[src/rtl/aquarium_pump_driver.sv]
// rtl/aquarium_pump_driver.sv - hot/cold pump relay driver with minimum on/off timing and dry-run protection
//
// Purpose: turns the thermal controller's level requests into relay enables,
// holding each pump on for at least MIN_ON ticks, keeping both pumps off for
// at least MIN_OFF ticks after any stop, never driving both pumps at once and
// dropping both immediately when the tank runs dry.
//
// Optional feature macro: PUMP_RUNTIME_EN (adds hot_runtime / cold_runtime).
//
// Ports:
//   clk                in   system clock, rising edge
//   clr                in   synchronous active-high reset
//   pump_control_hot   in   hot pump request (level)
//   pump_control_cold  in   cold pump request (level)
//   water_level_ok     in   1 = water present, 0 = dry
//   hot_pump_en        out  hot pump relay drive
//   cold_pump_en       out  cold pump relay drive
//   dry_fault          out  high while in FAULT
//   req_conflict       out  both requests were high at the previous edge
//   hot_runtime        out  ticks spent in HOT_ON, saturating (PUMP_RUNTIME_EN only)
//   cold_runtime       out  ticks spent in COLD_ON, saturating (PUMP_RUNTIME_EN only)
//   pump_state         out  IDLE=0, HOT_ON=1, COLD_ON=2, COOLDOWN=3, FAULT=4

module aquarium_pump_driver #(
    parameter int unsigned TICK_DIV = 50000000,
    parameter int unsigned MIN_ON   = 5,
    parameter int unsigned MIN_OFF  = 10,
    parameter int unsigned TMR_W    = 8,
    parameter int unsigned RT_W     = 24
) (
    input  logic            clk,
    input  logic            clr,
    input  logic            pump_control_hot,
    input  logic            pump_control_cold,
    input  logic            water_level_ok,
    output logic            hot_pump_en,
    output logic            cold_pump_en,
    output logic            dry_fault,
    output logic            req_conflict,
`ifdef PUMP_RUNTIME_EN
    output logic [RT_W-1:0] hot_runtime,
    output logic [RT_W-1:0] cold_runtime,
`endif
    output logic [2:0]      pump_state
);

    localparam int unsigned PRESC_W = (TICK_DIV > 2) ? $clog2(TICK_DIV) : 1;
    localparam logic [PRESC_W-1:0] PRESC_MAX = PRESC_W'(TICK_DIV - 1);
    localparam logic [TMR_W-1:0]   TMR_ON    = TMR_W'(MIN_ON);
    localparam logic [TMR_W-1:0]   TMR_OFF   = TMR_W'(MIN_OFF);

    typedef enum logic [2:0] {
        ST_IDLE     = 3'd0,
        ST_HOT_ON   = 3'd1,
        ST_COLD_ON  = 3'd2,
        ST_COOLDOWN = 3'd3,
        ST_FAULT    = 3'd4
    } state_t;

    state_t             state_q, state_d;
    logic [PRESC_W-1:0] presc_q, presc_d;
    logic [TMR_W-1:0]   tmr_q, tmr_d;
    logic               hot_en_q, hot_en_d;
    logic               cold_en_q, cold_en_d;
    logic               dry_q, dry_d;
    logic               conflict_q, conflict_d;

    logic               tick;
    logic [TMR_W-1:0]   tmr_dec;
    logic               tmr_done;
    logic               hot_req;
    logic               cold_req;

    always_comb begin
        tick     = (presc_q == PRESC_MAX);
        // Exit decisions look at the timer value after this edge's tick, so a
        // pump whose request drops early is on for exactly MIN_ON*TICK_DIV cycles.
        tmr_dec  = (tick && (tmr_q != '0)) ? tmr_q - 1'b1 : tmr_q;
        tmr_done = (tmr_dec == '0);
        hot_req  = pump_control_hot & ~pump_control_cold;
        cold_req = pump_control_cold & ~pump_control_hot;

        state_d = state_q;
        if (!water_level_ok) begin
            state_d = ST_FAULT;
        end else begin
            case (state_q)
                ST_IDLE: begin
                    if (hot_req) begin
                        state_d = ST_HOT_ON;
                    end else if (cold_req) begin
                        state_d = ST_COLD_ON;
                    end
                end
                ST_HOT_ON: begin
                    if (!hot_req && tmr_done) begin
                        state_d = ST_COOLDOWN;
                    end
                end
                ST_COLD_ON: begin
                    if (!cold_req && tmr_done) begin
                        state_d = ST_COOLDOWN;
                    end
                end
                ST_COOLDOWN: begin
                    if (tmr_done) begin
                        state_d = ST_IDLE;
                    end
                end
                ST_FAULT: state_d = ST_COOLDOWN;
                default:  state_d = ST_IDLE;
            endcase
        end

        tmr_d   = tmr_dec;
        presc_d = tick ? '0 : presc_q + 1'b1;
        // Every state starts its timing from a fresh prescaler phase.
        if (state_d != state_q) begin
            presc_d = '0;
            case (state_d)
                ST_HOT_ON, ST_COLD_ON: tmr_d = TMR_ON;
                ST_COOLDOWN:           tmr_d = TMR_OFF;
                default:               tmr_d = '0;
            endcase
        end

        hot_en_d   = (state_d == ST_HOT_ON);
        cold_en_d  = (state_d == ST_COLD_ON);
        dry_d      = (state_d == ST_FAULT);
        conflict_d = pump_control_hot & pump_control_cold;
    end

    always_ff @(posedge clk) begin
        if (clr) begin
            state_q    <= ST_IDLE;
            presc_q    <= '0;
            tmr_q      <= '0;
            hot_en_q   <= 1'b0;
            cold_en_q  <= 1'b0;
            dry_q      <= 1'b0;
            conflict_q <= 1'b0;
        end else begin
            state_q    <= state_d;
            presc_q    <= presc_d;
            tmr_q      <= tmr_d;
            hot_en_q   <= hot_en_d;
            cold_en_q  <= cold_en_d;
            dry_q      <= dry_d;
            conflict_q <= conflict_d;
        end
    end

    assign hot_pump_en  = hot_en_q;
    assign cold_pump_en = cold_en_q;
    assign dry_fault    = dry_q;
    assign req_conflict = conflict_q;
    assign pump_state   = state_q;

`ifdef PUMP_RUNTIME_EN
    logic [RT_W-1:0] hot_rt_q, hot_rt_d;
    logic [RT_W-1:0] cold_rt_q, cold_rt_d;

    always_comb begin
        hot_rt_d  = hot_rt_q;
        cold_rt_d = cold_rt_q;
        if (tick && (state_q == ST_HOT_ON) && (hot_rt_q != '1)) begin
            hot_rt_d = hot_rt_q + 1'b1;
        end
        if (tick && (state_q == ST_COLD_ON) && (cold_rt_q != '1)) begin
            cold_rt_d = cold_rt_q + 1'b1;
        end
    end

    always_ff @(posedge clk) begin
        if (clr) begin
            hot_rt_q  <= '0;
            cold_rt_q <= '0;
        end else begin
            hot_rt_q  <= hot_rt_d;
            cold_rt_q <= cold_rt_d;
        end
    end

    assign hot_runtime  = hot_rt_q;
    assign cold_runtime = cold_rt_q;
`endif

endmodule

[config.mk]
export PLATFORM = sky130hd
export DESIGN_NAME = aquarium_pump_driver
export DESIGN_NICKNAME = d
export VERILOG_FILES = /design/src/rtl/aquarium_pump_driver.sv
export SDC_FILE = /design/constraint.sdc
export NUM_CORES = 1
export LEC_CHECK = 0
export BUFFER_PORTS_ARGS = -buffer_cell sky130_fd_sc_hd__buf_4
export CAP_MARGIN = 20
export CELL_PAD_IN_SITES_DETAIL_PLACEMENT = 0
export CELL_PAD_IN_SITES_GLOBAL_PLACEMENT = 2
export CORE_ASPECT_RATIO = 2
export CORE_MARGIN = 2
export CORE_UTILIZATION = 25
export DETAILED_ROUTE_END_ITERATION = 6
export PLACE_DENSITY = 0.69
export REMOVE_ABC_BUFFERS = 1
export SETUP_SLACK_MARGIN = 0.02
export SYNTH_ARGS = -nofsm -noshare
export SYNTH_HDL_FRONTEND = slang
export SYNTH_SLANG_ARGS = --single-unit
[constraint.sdc]
create_clock -name clk -period 2.5 [get_ports clk]
set_input_delay 0.125 -clock clk [delete_from_list [all_inputs] [get_ports clk]]
set_output_delay 0.125 -clock clk [all_outputs]
set_load 0.05 [all_outputs]
== After elaboration in Yosys (flattened, before gate mapping) ==
Cells that the tools add are included.

* Shift operators: 0
* $add $sub $neg: 2
* Multiply operators: 0
* Multiplexer cells: 10
* $lt $le $gt $ge: 0
* Divide/modulo/power cells: 0
* Bitwise gates (word level): 5
* Equal/unequal tests: 10
* Reduce and logical (&&, ||, !) cells: 10

{| class="wikitable"
|+ Operators by type and width
! cell !! count
|-
| $add A26 B1 Y26 const B || 1
|-
| $eq A26 B26 Y1 const B || 1
|-
| $mux W3 || 6
|-
| $mux W8 || 2
|-
| $pmux W3 S5 || 1
|-
| $eq A3 B2 Y1 const B || 4
|-
| $logic_not A8 Y1 || 1
|-
| $pmux W4 S2 || 1
|-
| $reduce_bool A8 Y1 || 1
|-
| $sub A8 B1 Y8 const B || 1
|-
| $eq A3 B1 Y1 const B || 2
|-
| $eq A3 B3 Y1 const B || 2
|-
| $and A1 B1 Y1 || 3
|-
| $logic_and A1 B1 Y1 || 3
|-
| $logic_not A3 Y1 || 1
|-
| $ne A3 B3 Y1 || 1
|-
| $reduce_or A3 Y1 || 1
|-
| $logic_not A1 Y1 || 2
|-
| $not A1 Y1 || 2
|-
| $reduce_or A2 Y1 || 1
|}

* RAM bits: 0
* Input bits: 5
* Memories kept: 0
* Register bits: 41
* Memory bits (read-only): 0
* Word-level logic and storage cells: 44
* Latch bits: 0

== Logic depth before layout (Yosys ltp) ==
Gate-level depths: netlist of the first run.

* Depth in word-level cells: 12
* Depth in mapped cells: 12
* Depth with buffers taken out: 10

== Least setup slack after synthesis of the first run ==
Ideal clock, no wire load.

* Path kind: register to register
* Start point: reg presc_q[0]
* End point: reg presc_q[22]
* Setup slack: -30 ps
* Arrival: 2,415 ps
* Stages on the path, launching flop included: 13
* Buffers on the path: 3
* Required time: 2,385 ps
* Library setup time: 115 ps
* Path through: dfxtp_1 > ha_1 > nand4_2 > nor2_1 > and3_1 > buf_4 > mux2i_1 > a31oi_2 > o21bai_4 > or2_1 > buf_2 > buf_6 > nor2_2

* Word-level cells in the longest chain between the ends: 10
* Elaborated cells between the ends (all ways): 14
* Classes of those cells: add/sub: 1; eq/ne: 2; mux: 6; reduce/logical: 5

{| class="wikitable"
|+ RTL lines
! what !! line !! RTL
|-
| start, declared || 61 || <nowiki>logic [PRESC_W-1:0] presc_q, presc_d;</nowiki>
|-
| start signal, assigned || 144 || <nowiki>presc_q <= presc_d;</nowiki>
|-
| $eq A26 B26 Y1 || 75 || <nowiki>tick = (presc_q == PRESC_MAX);</nowiki>
|-
| $logic_and A1 B1 Y1 || 78 || <nowiki>tmr_dec = (tick && (tmr_q != '0)) ? tmr_q - 1'b1 : tmr_q;</nowiki>
|-
| $mux W8 || 78 ||
|-
| $logic_not A8 Y1 || 79 || <nowiki>tmr_done = (tmr_dec == '0);</nowiki>
|-
| $logic_and A1 B1 Y1, on equally long branches || 101, 96 ||
|-
| $mux W3, on equally long branches || 101, 96 ||
|-
| $pmux W3 S5 || 87 || <nowiki>case (state_q)</nowiki>
|-
| $mux W3 || 84 || <nowiki>if (!water_level_ok) begin</nowiki>
|-
| $ne A3 B3 Y1 || 118 || <nowiki>if (state_d != state_q) begin</nowiki>
|-
| $reduce_or A3 Y1 (no source line) || -- ||
|}

Several ways; a longest one is shown, not always the timed one.
A chain may end at the register's enable or synchronous reset.

== Worst setup path after layout of the first run ==
* Start point: reg presc_q[1]
* End point: reg tmr_q[3]

* Word-level cells in the longest chain between the ends: 12
* Elaborated cells between the ends (all ways): 18
* Classes of those cells: eq/ne: 5; mux: 8; reduce/logical: 5

{| class="wikitable"
|+ RTL lines
! what !! line !! RTL
|-
| $eq A26 B26 Y1 (*) || 75 ||
|-
| $logic_and A1 B1 Y1 (*) || 78 ||
|-
| $mux W8 (*) || 78 ||
|-
| $logic_not A8 Y1 || 79 ||
|-
| $logic_and A1 B1 Y1, on equally long branches || 101, 96 ||
|-
| $mux W3, on equally long branches || 101, 96 ||
|-
| $pmux W3 S5 || 87 ||
|-
| $mux W3 || 84 ||
|-
| $eq A3 B1 Y1 / $eq A3 B2 Y1 (equally long branches) || 120 || <nowiki>case (state_d)</nowiki>
|-
| $reduce_or A2 Y1 || 120 ||
|-
| $pmux W4 S2 || 120 ||
|-
| $mux W8 (*) || 118 ||
|-
| end signal, assigned || 145 || <nowiki>tmr_q <= tmr_d;</nowiki>
|-
| end, declared || 62 || <nowiki>logic [TMR_W-1:0] tmr_q, tmr_d;</nowiki>
|}

Mark *: on every way between the ends. The rest lies on a longest branch, timed or not.

==> summary.txt, run 1 <==
mapped cell area - 2080 um^2
n_diodes - 0
Max IR drop VDD - 0.262 mV
Max Cap Violations - 0
RSZ-0062 raised after global routing - true
Synth area leaders - dfxtp_1 39%, nor2_1 6.7%, xor2_1 6.3%
I/O pin total - 12
vias in the first global route - 1799
Critical Path Source Type - flop
commonest non-fill, non-tap cells in the layout - 49 x buf_4, 39 x dfxtp_1, 37 x nor2_1
most common cell after layout, fill and taps aside - buf_4
initial DRC count - 51
worst skew pair latency - 0.29 ns
grt ovf - 0
Initial Util - 25.4%
period utilization - 98.2%
post-route minimum period - 2.45 ns
largest net degree at the start of global routing - 17
initial antenna violation count - 0
CTS Hold Bufs - 0
Rows - 47
sequential share of the synthesized area - 39.5%
via count - 1771
ANT nets after route - 0
GRT Overall Usage - 12.6%
Avg Inst Size Synth - 8.84 um^2
number of synthesized flops with an enable pin - 0
Post-Route WL - 5020 um
Nets - 292
Worst Tran Pin Value - 0.467 ns
outcome - complete, no violations
Via density - 4.61
Critical Path Max Stage Delay - 0.42 ns
Post-Synthesis Cells - 235
wire per inst - 13.1 um
die area - 9100 um^2
YS warnings - 0
non-filler instance count after layout - 384
Layout area overhead - 34.1%
Inserted Clock Buffers - 5
H-tree depth - 2
CP required - 2.73 ns
CTS Root Cell - clkbuf_16
Setup Skew - 0.00648 ns
critical path peak fanout - 4
Reg clk slew, reported paths - 0.06 ns
Core ar. - 8170 um^2
Cell Chain, Critical Path - ha_4, nand4_4, nor4_4, a31oi_4, a211oi_4, nand4_1, mux2i_2, or3b_4, o21ai_1
DRT Pass-1 Iters - 4
top_reg_cell synth - dfxtp_1
Hold Crit Class - primary input to flop
final setup fails - 0
Synth top area share - 39.5%
Static Leak - 1.04 nW
WS Path Type - flop to flop
max frequency - 0.408 GHz
Slowest cell on crit path - nor4_4
Pins Over Slew Limit - 0
register bit total from synthesis - 41
Routability Congestion - 0.783
Cells after DPL - 371
worst hold slack - 0.0166 ns
DIE HEIGHT - 133 um
CTS Buffer Depth - 2
max-slew headroom at the worst pin - 68.6%
CTS sink count - 41
Post-synth ARST share - 0%
WP data arrival - 2.68 ns
Pwr Density - 616 nW/um^2
first-pass GRT wire length - 8420 um
final hold vios - 0
layout cells sized above 1 - 32.5%
area leader, netlist - dfxtp_1
TritonCTS clock tree - done
DRC errors left - 0
crit end category - flop
hpwl dp - 3900 um
Buffers on Ports - 11
Synth cell types - 49
Die W - 68.5 um
==> final cells by class <==
| cell class | instances | area, um^2 |
|---|---|---|
| sequential | 41 | 823 |
| clock buffer | 7 | 143 |
| tap | 98 | 123 |
| fill | 844 | 5390 |
| inverter | 10 | 37.5 |
| timing repair buffer | 50 | 388 |
| multi-input combinational | 177 | 1240 |
| clock inverter | 1 | 30.0 |
==> logic make-up (layout without fill, tap and decap cells) <==
| group | Yosys count | after routing | share of synthesized area [%] |
|---|---|---|---|
| mux | 4 | 4 | 2.23 |
| compound gates | 23 | 23 | 9.81 |
| xor+xnor | 28 | 28 | 11.8 |
| flops | 41 | 41 | 39.5 |
| buf+inv | 17 | 68 | 3.73 |
| simple gates | 120 | 120 | 31.7 |
| fa+ha+maj | 2 | 2 | 1.20 |
==> cells in the mapped netlist (3+ instances only) <==
| library cell | count |
|---|---|
| nand4_1 | 9 |
| nor3_1 | 7 |
| nand2_1 | 13 |
| and3_1 | 7 |
| a31oi_2 | 3 |
| nand3_1 | 10 |
| clkbuf_1 | 3 |
| nand2b_1 | 3 |
| dfxtp_1 | 41 |
| o21ai_0 | 3 |
| nor2b_1 | 3 |
| xor2_1 | 15 |
| and2_1 | 4 |
| xnor2_1 | 13 |
| inv_1 | 10 |
| nor2_2 | 10 |
| nor2_1 | 37 |
==> power by group <==
part / internal (mW) / switching [mW]
clock network: 0.499 / 0.265
logic: 0.125 / 0.147
registers: 0.669 / 0.0143
total: 1.29 / 0.426
==> routing by layer <==
layer  vias up  GRT usage (%)  part of all wire [%]
li1        909              -                     -
met1       836           11.8                    34
met2        18           23.5                    61
met3         8           2.81                   2.2
met4         0           6.22                   2.7
met5         -              0                     0
==> metrics by stage <==
step	setup TNS [ns]	power [mW]	util, %	worst slack [ns]	cell area, um^2
2_1_floorplan	-5.03	0.844	-	-0.330	2040
5_1_grt	-0.739	1.79	34.1	-0.114	2790
3_5_place_dp	-0.527	0.955	30.7	-0.105	2510
4_1_cts	0	1.74	33.3	0.0233	2720
3_3_place_gp	-0.244	0.958	30.7	-0.0634	2510
6_report	0	1.72	34.1	0.0462	2790
==> registers in the layout (all words and copies together), names as in the netlist <==
name and count:
cold_pump_en 1, req_conflict 1, tmr_q 8, pump_state 3, hot_pump_en 1, dry_fault 1
presc_q 26
==> worst max-delay path: cells and delay by family (launching register included) <==
family | cells | cell delay [ns]
AO/OA/AOI/OAI | 3 | 0.53
adder cells (fa/ha/maj) | 1 | 0.15
flip-flops | 1 | 0.36
multiplexers | 1 | 0.27
AND/OR/NAND/NOR | 4 | 1.08
==> repair_timing <==
item / 4_1_cts / 5_1_grt
pin swaps: 3 / 7
setup endpoints to repair: 21 / 22
resized for setup: 5 / 10
endpoints found under the hold margin: 0 / 0
buffers inserted: 3 / 2
==> path summary, 6_finish.rpt <==
path                     from       endpoint  slack, ns  cells after the start
setup / recovery   presc_q[1]       tmr_q[3]       0.05                      9
hold / removal            clr  pump_state[2]       0.02                      2
setup reg to reg   presc_q[1]       tmr_q[3]       0.05                      9
hold reg to reg   presc_q[24]    presc_q[24]       0.51                      2
Note: power is estimated with default switching activity, not from simulation.
==> run 2: changes to the inputs <==
- PLACE_DENSITY: 0.69 -> 0.67
- clock period: 2.5 -> 3.1 ns (I/O delays scaled with it)
==> summary.txt, run 2 (synthesis gave the netlist of run 1 again) <==
CTS Hold Bufs - 0
dpl cell area - 2270 um^2
Post-Route WL - 5050 um
n_diodes - 0
Inserted Clock Buffers - 5
Sw Share - 26.6%
Reg clk slew, reported paths - 0.06 ns
Post-Layout Inst Area - 2410 um^2
outcome - complete, no violations
vias in the first global route - 1707
I/O pin total - 12
commonest non-fill, non-tap cells in the layout - 41 x dfxtp_1, 37 x nor2_1, 15 x xor2_1, 15 x buf_4
largest net degree at the start of global routing - 19
Final Power - 1.23 mW
clock power share - 41.1%
final setup TNS - 0 ns
Met2 Routed Length - 3050 um
post-route minimum period - 2.79 ns
reg2reg end - tmr_q[1]
CP required - 3.32 ns
WP data arrival - 3.01 ns
WS Path Type - flop to flop
NetSw - 0.326 mW
critical path peak fanout - 4
Pins Over Slew Limit - 0
routed wl met3 - 99 um
DRC errors left - 0
DRT Pass-1 Iters - 4
max frequency - 0.358 GHz
Place WS - 0.202 ns
fillers - 878
Setup Skew - 0.00185 ns
worst reg2reg setup slack - 0.31 ns
initial antenna violation count - 0
Max Cap Violations - 0
register share of total power - 45.0%
Comb pwr share - 13.9%
final worst slack - 0.306 ns
die area - 9100 um^2
final setup fails - 0
Critical Path Source Type - flop
Worst R2R Path Depth - 9
Reg with most FFs - presc_q
M1 WL - 1730 um
DIE HEIGHT - 133 um
non-filler instance count after layout - 349
Via density - 4.72
GRT Overall Usage - 12.5%
CTS sink count - 41
Core ar. - 8170 um^2
Buffers on Ports - 11
hpwl dp - 3880 um
Hold Crit Class - primary input to flop
RSZ-0062 raised after global routing - false
final hold vios - 0
reg2reg start - presc_q[0]
worst hold start - clr
Nets - 257
ANT nets after route - 0
worst skew pair latency - 0.28 ns
Cells after DPL - 341
design internal power - 0.902 mW
WHS Endpoint - pump_state[2]
max-slew headroom at the worst pin - 67.2%
Hold Crit Depth - 2
most common cell after layout, fill and taps aside - dfxtp_1
Routability Congestion - 0.751
Initial Util - 25.4%
TritonCTS clock tree - done
Layout area overhead - 16.1%
crit end category - flop
via count - 1648
H-tree depth - 2
wire per inst - 14.5 um
Pwr Density - 509 nW/um^2
Worst Tran Pin Value - 0.487 ns
CTS Buffer Depth - 2
first-pass GRT wire length - 8310 um
Largest register FFs - 26
worst hold slack - 0.0579 ns
Static Leak - 0.824 nW
initial DRC count - 69
Max IR drop VDD - 0.170 mV
Rows - 47
period utilization - 90.1%
DR top layer - met4
grt ovf - 0
Die W - 68.5 um
CTS Root Cell - clkbuf_16
Finished Core Util - 29.5%
layout cells sized above 1 - 18.7%
-- run 2: cell types whose count changed in the layout (fill, tap and decap cells not counted), sizes merged --
cell / previous run / this run
bufinv: 1 / 0
buf: 50 / 15
clkbuf: 7 / 8
-- run 2: routing by layer --
| metal | vias up | track usage, % |
|---|---|---|
| met5 | - | 0 |
| met3 | 14 | 2.72 |
| met2 | 16 | 24.3 |
| met4 | 0 | 6.78 |
| li1 | 838 | - |
| met1 | 780 | 10.8 |
-- run 2: power by group through the flow --
stage | Clock, mW | Combinational [mW] | Sequential, mW
floorplan | 0 | 0.101 | 0.579
global route | 0.551 | 0.185 | 0.554
global placement | 0 | 0.169 | 0.564
detailed placement | 0 | 0.169 | 0.564
finish | 0.505 | 0.171 | 0.553
CTS | 0.528 | 0.170 | 0.552
-- run 2: worst max-delay path by stage --
stage	start	end	slack, ns	cells past startpoint
finish	presc_q[0]	tmr_q[1]	0.31	9
global route	presc_q[0]	tmr_q[3]	0.12	9
CTS	presc_q[0]	tmr_q[3]	0.17	9
detailed placement	presc_q[0]	tmr_q[3]	0.20	9
global placement	presc_q[0]	tmr_q[1]	0.19	9
floorplan	presc_q[0]	presc_q[12]	0.27	9
-- run 2: cell type report --
cell class / instances / area (um^2) / share of cell area, %
clock buffer: 8 / 136 / 5.65
sequential: 41 / 821 / 34.0
multi-input combinational: 177 / 1180 / 49.0
tap: 98 / 123 / 5.08
inverter: 10 / 37.5 / 1.56
timing repair buffer: 15 / 113 / 4.67
-- run 2: repair_timing --
item	4_1_cts	5_1_grt
resized for setup	0	1
endpoints found under the setup margin	0	2
buffers inserted	0	0
-- run 2: worst max-delay path, cell delays in order (launching register included) --
cell and delay, ns:
dfxtp_1 0.39, ha_1 0.25, nand4_2 0.19, nor4_4 0.43, a31oi_2 0.19, a211oi_4 0.31
nand4_1 0.17, mux2i_2 0.31, or3b_1 0.42, o21ai_1 0.09
==> run 3: changes to the inputs <==
- PLACE_DENSITY: 0.67 -> 0.69
- clock period: 3.1 -> 2.4 ns (I/O delays scaled with it)
==> summary.txt, run 3 (synthesis gave the netlist of run 1 again) <==
Reg area - 833 um^2
area of the multi-input gates - 1280 um^2
max frequency - 0.413 GHz
Most common cell on crit path - a31oi_4
layout cells sized above 1 - 39.0%
Post-Route WL - 5290 um
Worst Tran Pin Value - 0.512 ns
n_diodes - 0
met2 Usage GRT - 24.0%
Setup Skew - 0.00894 ns
CTS Hold Bufs - 0
fillers - 839
ANT nets after route - 0
failing checks - setup timing
CP delay by family, top - simple AND/OR/NAND/NOR gates
GR Util met3 - 2.55%
Place WS - -0.143 ns
most common cell after layout, fill and taps aside - buf_4
TritonCTS clock tree - done
Slowest cell on crit path - or3_1
first-pass GRT wire length - 8660 um
grt ovf - 0
Routability Congestion - 0.795
final setup TNS - -0.0403 ns
CTS Buffer Depth - 2
Top Usage Layer GRT - met2
max-slew headroom at the worst pin - 65.6%
vias in the first global route - 1945
CTS sink count - 41
Max Cap Violations - 0
final setup fails - 2
Largest register FFs - 26
via count - 1822
Buffers on Ports - 11
Die W - 68.5 um
Inserted Clock Buffers - 5
Pins Over Slew Limit - 0
GRT Overall Usage - 12.8%
Reg with most FFs - presc_q
Critical Path Source Type - flop
WS Path Type - flop to flop
DRT Pass-1 Iters - 4
crit end category - flop
Layout area overhead - 40.5%
Core ar. - 8170 um^2
Via density - 4.64
Nets - 301
Cell Chain, Critical Path - or3_1, a31oi_4, a31oi_4, a211oi_4, nand4_1, mux2i_2, or3b_1, o21ai_1
largest net degree at the start of global routing - 17
initial antenna violation count - 0
worst skew pair latency - 0.29 ns
Static Leak - 1.10 nW
Rows - 47
H-tree depth - 2
Reg clk slew, reported paths - 0.06 ns
Initial Util - 25.4%
CTS Root Cell - clkbuf_16
CP required - 2.62 ns
hpwl dp - 4010 um
initial DRC count - 48
RSZ-0062 raised after global routing - true
I/O pin total - 12
worst path bufs/invs - 0
Pwr Density - 624 nW/um^2
post-route minimum period - 2.42 ns
final worst slack - -0.0211 ns
Critical Path Max Stage Delay - 0.44 ns
wire per inst - 13.5 um
GR Util met1 - 11.1%
WP data arrival - 2.65 ns
Hold Crit Class - primary input to flop
final hold vios - 0
critical path peak fanout - 4
commonest non-fill, non-tap cells in the layout - 54 x buf_4, 35 x nor2_1, 33 x dfxtp_1
period utilization - 101%
Max IR drop VDD - 0.313 mV
DRC errors left - 0
outcome - complete, but fails checks
DIE HEIGHT - 133 um
die area - 9100 um^2
==> run 3: cell types whose count changed in the layout (fill, tap and decap cells not counted), sizes merged <==
cell and delta:
buf +44, bufinv +1, clkbuf -2, clkinvlp +1
==> run 3: worst register-to-register path, delay by kind of cell (launching register included) <==
| kind | cells | cell delay, ns |
|---|---|---|
| AO/OA/AOI/OAI | 4 | 0.75 |
| AND/OR/NAND/NOR | 3 | 1.00 |
| flip-flops | 1 | 0.33 |
| multiplexers | 1 | 0.28 |
==> run 3: report_power, final <==
group / internal (mW) / switching [mW] / total [mW] / leakage (nW)
clock network: 0.519 / 0.278 / 0.797 / 0.0831
logic: 0.149 / 0.165 / 0.315 / 0.679
registers: 0.695 / 0.0148 / 0.710 / 0.336
==> run 3: layout make-up <==
| class | instances | share of cell area, % |
|---|---|---|
| Clock buffer | 6 | 4.76 |
| Clock inverter | 2 | 1.29 |
| Inverter | 10 | 1.29 |
| Multi-Input combinational cell | 177 | 43.8 |
| Sequential cell | 41 | 28.5 |
| Tap cell | 98 | 4.20 |
| Timing Repair Buffer | 59 | 16.1 |
==> run 3: final timing paths <==
path	end	depth (start not counted)	from	slack (ns)
hold / removal	pump_state[2]	2	clr	0.02
hold reg to reg	presc_q[24]	2	presc_q[24]	0.52
setup / recovery	tmr_q[1]	8	tmr_q[1]	-0.02
setup reg to reg	tmr_q[1]	8	tmr_q[1]	-0.02
==> run 3: metal layers <==
layer | vias up | wire (um)
met4 | 0 | 233
met1 | 860 | 1860
met3 | 12 | 111
met2 | 22 | 3090
li1 | 928 | -
met5 | - | 0
==> run 3: through the flow <==
step / std cells / hold WS, ns / total power [mW] / util, % / cell area [um^2]
2_1_floorplan: 228 / 0.187 / 0.879 / - / 2040
4_1_cts: 393 / 0.00840 / 1.84 / 35.2 / 2880
6_report: 393 / 0.0165 / 1.82 / 35.7 / 2920
3_5_place_dp: 381 / 0.319 / 1.00 / 31.6 / 2590
5_1_grt: 393 / 0.0250 / 1.89 / 35.7 / 2920
3_3_place_gp: 381 / 0.319 / 1.00 / 31.6 / 2590
==> run 3: repair_timing <==
item                       in CTS  in global routing
pin swaps                       9                  5
gates resized for setup        25                  9
buffers inserted                4                  1
setup endpoints to repair      23                 23
